==> config.mk <==
export PLATFORM = sky130hd
export DESIGN_NAME = y86_rf_dbg_ctrl
export DESIGN_NICKNAME = d
export VERILOG_FILES = /design/src/rtl/y86_rf_dbg_ctrl_pkg.sv /design/src/rtl/y86_rf_dbg_ctrl.sv
export SDC_FILE = /design/constraint.sdc
export NUM_CORES = 1
export LEC_CHECK = 0
export ABC_AREA = 1
export ABC_CLOCK_PERIOD_IN_PS = 2200
export CORE_UTILIZATION = 40
export CTS_CLUSTER_SIZE = 24
export DETAILED_ROUTE_END_ITERATION = 6
export PLACE_DENSITY_LB_ADDON = 0.2
export SLEW_MARGIN = 30
export SYNTH_ARGS = -nofsm -noshare
export SYNTH_HDL_FRONTEND = slang
export SYNTH_SLANG_ARGS = --single-unit
==> constraint.sdc <==
create_clock -name clk -period 2.2 [get_ports clk]
set_input_delay 0.22 -clock clk [delete_from_list [all_inputs] [get_ports clk]]
set_output_delay 0.22 -clock clk [all_outputs]
set_load 0.005 [all_outputs]
==> src/rtl/y86_rf_dbg_ctrl_pkg.sv <==
// Shared y86 definitions for the register-file debug controller:
// FSM encoding, register count and register index width.
package y86_rf_dbg_ctrl_pkg;

   localparam int unsigned NumRegs = 8;
   localparam int unsigned IdxW    = 4;
   localparam int unsigned DataW   = 32;

   typedef enum logic [1:0] {
      StIdle   = 2'd0,
      StStall  = 2'd1,
      StAccess = 2'd2,
      StResp   = 2'd3
   } dbg_state_e;

endpackage

==> src/rtl/y86_rf_dbg_ctrl.sv <==
// Debug access port for the y86 register file: freezes the pipeline, then borrows
// the read port A / write port E for one cycle to perform a single read or write.
module y86_rf_dbg_ctrl
   import y86_rf_dbg_ctrl_pkg::*;
#(
   parameter int unsigned TIMEOUT = 16
) (
   input  logic             clk,
   input  logic             reset,
   input  logic             dbg_req,
   input  logic             dbg_we,
   input  logic [IdxW-1:0]  dbg_reg,
   input  logic [DataW-1:0] dbg_wdata,
   output logic [DataW-1:0] dbg_rdata,
   output logic             dbg_done,
   output logic             dbg_err,
   output logic             stall_req,
   input  logic             stall_ack,
   input  logic [IdxW-1:0]  p_srcA,
   input  logic [IdxW-1:0]  p_dstE,
   input  logic [DataW-1:0] p_valE,
   input  logic             p_writeE,
   output logic [IdxW-1:0]  rf_srcA,
   output logic [IdxW-1:0]  rf_dstE,
   output logic [DataW-1:0] rf_valE,
   output logic             rf_writeE,
   input  logic [DataW-1:0] rf_rvalA
);

   localparam int unsigned     CntW     = $clog2(TIMEOUT + 1);
   localparam logic [CntW-1:0] CntMax   = CntW'(TIMEOUT);
   localparam logic [IdxW-1:0] RegLimit = IdxW'(NumRegs);

   dbg_state_e       state_q, state_d;
   logic             we_q, we_d;
   logic [IdxW-1:0]  reg_q, reg_d;
   logic [DataW-1:0] wdata_q, wdata_d;
   logic [DataW-1:0] rdata_q, rdata_d;
   logic             err_q, err_d;
   logic [CntW-1:0]  cnt_q, cnt_d;

   always_ff @(posedge clk or negedge reset) begin
      if (!reset) begin
         state_q <= StIdle;
         we_q    <= 1'b0;
         reg_q   <= '0;
         wdata_q <= '0;
         rdata_q <= '0;
         err_q   <= 1'b0;
         cnt_q   <= '0;
      end else begin
         state_q <= state_d;
         we_q    <= we_d;
         reg_q   <= reg_d;
         wdata_q <= wdata_d;
         rdata_q <= rdata_d;
         err_q   <= err_d;
         cnt_q   <= cnt_d;
      end
   end

   always_comb begin
      state_d = state_q;
      we_d    = we_q;
      reg_d   = reg_q;
      wdata_d = wdata_q;
      rdata_d = rdata_q;
      err_d   = err_q;
      cnt_d   = cnt_q;
      unique case (state_q)
         StIdle: begin
            if (dbg_req) begin
               we_d    = dbg_we;
               reg_d   = dbg_reg;
               wdata_d = dbg_wdata;
               cnt_d   = '0;
               // Out-of-range index is rejected without disturbing the pipeline.
               if (dbg_reg < RegLimit) begin
                  err_d   = 1'b0;
                  state_d = StStall;
               end else begin
                  err_d   = 1'b1;
                  state_d = StResp;
               end
            end
         end
         StStall: begin
            if (stall_ack) begin
               state_d = StAccess;
            end else begin
               cnt_d = (cnt_q == CntMax) ? cnt_q : cnt_q + 1'b1;
               if (cnt_d == CntMax) begin
                  err_d   = 1'b1;
                  state_d = StResp;
               end
            end
         end
         StAccess: begin
            state_d = StResp;
            // A colliding pipeline write is dropped and poisons this transaction.
            if (p_writeE) begin
               err_d = 1'b1;
            end else if (!we_q) begin
               rdata_d = rf_rvalA;
            end
         end
         StResp: begin
            state_d = StIdle;
         end
         default: begin
            state_d = StIdle;
         end
      endcase
   end

   always_comb begin
      stall_req = (state_q == StStall) || (state_q == StAccess);
      dbg_done  = (state_q == StResp);
      dbg_err   = (state_q == StResp) && err_q;
      dbg_rdata = rdata_q;
      rf_srcA   = p_srcA;
      rf_dstE   = p_dstE;
      rf_valE   = p_valE;
      rf_writeE = p_writeE;
      if (state_q == StAccess) begin
         rf_srcA   = reg_q;
         rf_dstE   = reg_q;
         rf_valE   = wdata_q;
         rf_writeE = we_q;
      end
   end

endmodule

# [After elaboration in Yosys (flattened, before gate mapping)]
# Cells that the tools add are included.
[word_totals] ff_bits=77 inputBits=114
[classes] add_sub_neg=1 n_lt_le_gt_ge=1 eq_ne=10 n_mux=19 bitwise=2 n_reduce_logical=10
[op_table] op="32-bit two-way mux" count=1
[op_table] op="5-bit two-way mux" count=3
[op_table] op="5-bit == test (second input constant)" count=2
[op_table] op="5-bit one-hot mux with 2 select lines" count=1
[op_table] op="2-bit two-way mux" count=4
[op_table] op="4-bit two-way mux" count=2
[op_table] op="2-bit != test (second input constant)" count=4
[op_table] op="2-bit one-hot mux with 4 select lines" count=1
[op_table] op="1-bit two-way mux" count=6
[op_table] op="3-bit AND reduction" count=2
[op_table] op="5-bit by 1-bit adder with 5-bit output (second input constant)" count=1
[op_table] op="5-bit AND reduction" count=1
[op_table] op="2-bit == test (second input constant)" count=2
[op_table] op="4-bit less-than comparator (second input constant)" count=1
[op_table] op="2-bit AND reduction" count=2
[op_table] op="3-bit != test (second input constant)" count=1
[op_table] op="1-bit one-hot mux with 3 select lines" count=1
[op_table] op="3-bit nonzero test" count=1
[op_table] op="2-bit by 1-bit == test with 1-bit output (second input constant)" count=1
[op_table] op="2-bit logical NOT" count=1
[op_table] op="1-bit inverter" count=2
[op_table] op="2-bit nonzero test" count=1
[op_table] op="1-bit logical AND" count=1
[op_table] op="1-bit logical OR" count=1

# [Longest topological paths before layout]
[logic_depth] ltp_word=6 ltp_mapped=13 ltp_nobuf=13

# [Worst setup path after synthesis]
# No wires, ideal clock.
[synth_timing] path_type="flip-flop to flip-flop" from="register state_q[0]" to="register wdata_q[16]" setup_ps=127 t_arrival_ps=1440 required_ps=2073 path_slack_ps=633 stages_incl_launch_ff=7 path_buffers=2 path_cell_list="dfrtp_1 -> inv_1 -> ha_1 -> nand2_1 -> buf_2 -> buf_6 -> mux2_1"
[synth_via] elab_chain_len=2
[synth_lines] element="from (decl)" line="y86_rf_dbg_ctrl.sv:34" text="dbg_state_e state_q, state_d;"
[synth_lines] element="from (signal assigned)" line="y86_rf_dbg_ctrl.sv:44" text="state_q <= StIdle;"
[synth_lines] element="from (signal assigned)" line="y86_rf_dbg_ctrl.sv:52" text="state_q <= state_d;"
[synth_lines] element="2-bit logical NOT" line="y86_rf_dbg_ctrl.sv:70" text="unique case (state_q)"
[synth_lines] element="2-bit AND reduction (no line)"
[synth_lines] element="to (signal assigned)" line="y86_rf_dbg_ctrl.sv:55" text="wdata_q <= wdata_d;"
[synth_lines] element="to (decl)" line="y86_rf_dbg_ctrl.sv:37" text="logic [DataW-1:0] wdata_q, wdata_d;"
# No other way between the ends.
# A chain may end at the register's enable or synchronous reset.

# [Worst setup path after layout]
[layout_timing] from="register state_q[1]" to="output rf_valE[2]"
[layout_via] elab_chain_len=2
[layout_lines] element="2-bit == test" line="y86_rf_dbg_ctrl.sv:125" text="if (state_q == StAccess) begin"
[layout_lines] element="32-bit two-way mux" line="y86_rf_dbg_ctrl.sv:125"
[layout_lines] element="to (decl)" line="y86_rf_dbg_ctrl.sv:25" text="output logic [DataW-1:0] rf_valE,"
# No other way between the ends.

==> summary.md <==
| Metric | Value |
|---|---|
| Max incr delay on CP | `0.51 ns` |
| Area contributors post-synth | `dfrtp_1 52%, mux2_1 21%, nand2_1 15%, ha_1 2.4%, buf_2 1.2%` |
| Routed wire length | `9279 um` |
| Area occupied by multi-input gates | `0.001609 mm^2` |
| Netlist cell types | `25` |
| Most numerous cell in the Yosys netlist | `nand2_1` |
| CP Launch Type | `register` |
| Top post-synthesis cells by count | `148 x nand2_1, 77 x dfrtp_1, 68 x mux2_1` |
| Top_reg_cell synth | `dfrtp_1` |
| Number of global-route vias before repair | `3284` |
| Starting Density | `41.72%` |
| Clock sinks | `77` |
| Core Rows | `34` |
| Max cap viols | `0` |
| Routed met3 length | `973 um` |
| Final hold viol count | `0` |
| GR Util All Layers | `20.06%` |
| H-tree depth | `3` |
| Die H | `97.83 um` |
| Reg clk slew, reported paths | `0.08 ns` |
| Post-Place Worst Slack | `0.2126 ns` |
| Initial antenna violation count | `0` |
| Cell Pwr Density | `1186 mW/mm^2` |
| PortBufs | `189` |
| F_max | `478.2 MHz` |
| Peak supply drop | `785.0 uV` |
| Hpwl dp | `6909 um` |
| Most common cell on crit path | `nand2_1` |
| Post-synth ARST share | `100.0%` |
| Setup TNS | `0 ns` |
| Mapped Cells | `365` |
| Met2 WL | `4335 um` |
| Flop pwr share | `34.8%` |
| Clk buf depth | `2` |
| Crit path buf inv count | `3` |
| Critical Path RT | `1.98 ns` |
| Die Width | `97.83 um` |
| CP top delay family | `buffers and inverters` |
| Sw Ratio | `31.70%` |
| Routed Antenna Nets | `0` |
| NumNets Final | `680` |
| Share of the yosys chip area belonging to registers | `52.45%` |
| Final core utilization | `67.92%` |
| CP max FO | `18` |
| Slowest CP cell | `clkdlybuf4s50_1` |
| Ports | `190` |
| Worst endpoint data arrival time | `1.87 ns` |
| Final worst setup slack | `0.1090 ns` |
| Metal1 wirelength | `3850 um` |
| Area added between synthesis and finish | `62.81%` |
| Register Area | `0.001928 mm^2` |
| Post-synth EDFFs | `0` |
| Clock Power Share | `15.0%` |
| Grt ovf | `0` |
| Kind of critical path | `register to output pin` |
| Sw Pwr | `2248 uW` |
| #FFs+latches synth | `77` |
| Final setup fails | `0` |
| Synthesized area | `0.003674 mm^2` |
| Post-synthesis area per instance | `10.06 um^2` |
| RSZ-0062 raised after global routing | `no` |
| Clk_skew | `0.01028 ns` |
| Final Cycle Share | `95.05%` |
| Via count | `3163` |
| Top Layer Used | `met4` |
| Layout cell share with drive strength beyond 1 | `6.927%` |
| Core ar. | `0.008806 mm^2` |
| Lkg Pwr | `0.002738 uW` |
| Vias per Instance | `4.714` |
| Slew @ Worst Pin | `0.4452 ns` |
| Wire per inst | `13.83 um` |
| Fillers | `674` |
| Total die area | `0.009571 mm^2` |
| Clock Root Buffer | `clkbuf_8` |
| Count of pins over their slew limit | `0` |
| Power Internal | `4844 uW` |
| Worst path cell trace | `ha_4, inv_4, buf_12, nand2_1, nand2_1, clkdlybuf4s50_1` |
| DRC violation total after the first TritonRoute iteration | `108` |
| Largest net degree at the start of global routing | `46` |
| CTS Buf Count | `9` |
| Worst-skew pair later-pin latency | `0.34 ns` |
| Drt pass-1 iters | `6` |
| First-pass GRT wire length | `15400 um` |
| CP Capture Type | `output pin` |
| Failing checks | `DRC` |
| Gate power share | `50.3%` |
| DRC viols | `36` |
| Total power | `7092 uW` |
| Synthesis warning total | `0` |
| # diodes | `0` |
| Max-Slew Margin vs Limit | `70.32%` |
| CTS tree | `done` |
| Area share of the largest cell type after synthesis | `52.45%` |
| Routability cong. | `0.7757` |
| Status | `finished with violations` |
| Final Critical Period | `2.091 ns` |
| Worst hold path type | `primary input to async pin` |
| Post-synth top area cell | `dfrtp_1` |
| Post-Syn Nets | `486` |
-- cell families (layout without fill, tap and decap cells) --
group / Yosys count / in the layout / synth area share (%)
simple gates: 171 / 171 / 18.53
flops: 77 / 77 / 52.45
mux: 68 / 68 / 20.84
buf+inv: 32 / 230 / 4.087
compound gates: 9 / 9 / 1.465
fa+ha+maj: 7 / 7 / 2.384
xor+xnor: 1 / 1 / 0.2385
-- flip-flops by register name, indices dropped and copies added (netlist names) --
name,cells
state_q,2
we_q,1
err_q,1
dbg_rdata,32
reg_q,4
wdata_q,32
cnt_q,5
-- metal layers --
metal	track usage (%)	vias to the layer above
met4	6.876	0
met1	25.23	1451
met2	32.45	142
met3	6.586	10
met5	0	-
li1	-	1560
-- final cells by class --
cell class	instances	share of cell area, %
Clock inverter	4	0.7950
Timing Repair Buffer	199	34.23
Sequential cell	77	32.24
Clock buffer	11	2.531
Tap cell	108	2.259
Inverter	16	1.046
Multi-Input combinational cell	256	26.90
-- power by group through the flow --
stage                     clock network (uW)  logic [uW]  registers, uW
after CTS                               1100        3530           2460
after floorplan                            0        1570           2450
after global placement                     0        3400           2450
after global routing                    1170        3920           2570
final                                   1060        3570           2460
after detailed placement                   0        3460           2500
-- stage by stage --
stage / hold WS (ns) / std cells / instance area [um^2]
floorplan: -0.07559 / 365 / 3674
global placement: 0.2008 / 652 / 5703
detailed placement: 0.1965 / 652 / 5703
CTS: 0.3650 / 670 / 5937
global route: 0.3928 / 671 / 5981
finish: 0.3720 / 671 / 5981
-- worst reg2reg max path, cell delays in order (launching register included) --
cell and delay (ns):
dfrtp_2 0.43, inv_1 0.10, ha_1 0.21, inv_2 0.07
or2_1 0.26, nand2_1 0.15, a21oi_2 0.27, o32ai_1 0.14
-- repair_timing --
action / in CTS / in global routing
setup endpoints to repair: 41 / 41
cloned: 0 / 1
hold buffers: 1 / 0
buffers inserted: 2 / 0
hold endpoints to repair: 32 / 0
gates resized for setup: 3 / 5
-- path summary, 6_finish.rpt --
check                                        from                      end  slack (ns)  cells past startpoint
hold reg to reg                 err_q$_DFFE_PN0P_        err_q$_DFFE_PN0P_        0.49                      2
hold / removal                              reset     reg_q[3]$_DFFE_PN0P_        0.37                      2
max in group asynchronous                   reset   wdata_q[0]$_DFFE_PN0P_        1.24                      3
setup reg to reg           state_q[1]$_DFFE_PN0P_     cnt_q[2]$_DFFE_PN0P_        0.44                      7
min in group clk                    dbg_wdata[26]  wdata_q[26]$_DFFE_PN0P_        0.47                      2
setup / recovery           state_q[1]$_DFFE_PN0P_               rf_valE[2]        0.11                      6
-- cells in the final DEF, fill, tap and decap left out --
cell and count:
clkinv_2 2, clkdlybuf4s50_1 188, nand3_1 9, buf_4 4, nand2_1 148, clkbuf_16 1
clkbuf_8 11, nor2_2 2, buf_12 5, nand4_1 1, o21ai_1 4, o22ai_1 1
dfrtp_1 76, nand3_2 1, dlygate4sd3_1 1, inv_2 4, nand2_2 2, a21oi_2 1
clkinvlp_4 1, inv_4 1, a21oi_1 1, dfrtp_2 1, o21ai_0 1, nor3_2 1
mux2_1 68, bufinv_16 1, nor2_1 6, o32ai_1 1, ha_4 1, inv_1 11
or2_1 1, ha_1 6, xor2_1 1
Note: power is estimated with default switching activity, not from simulation.
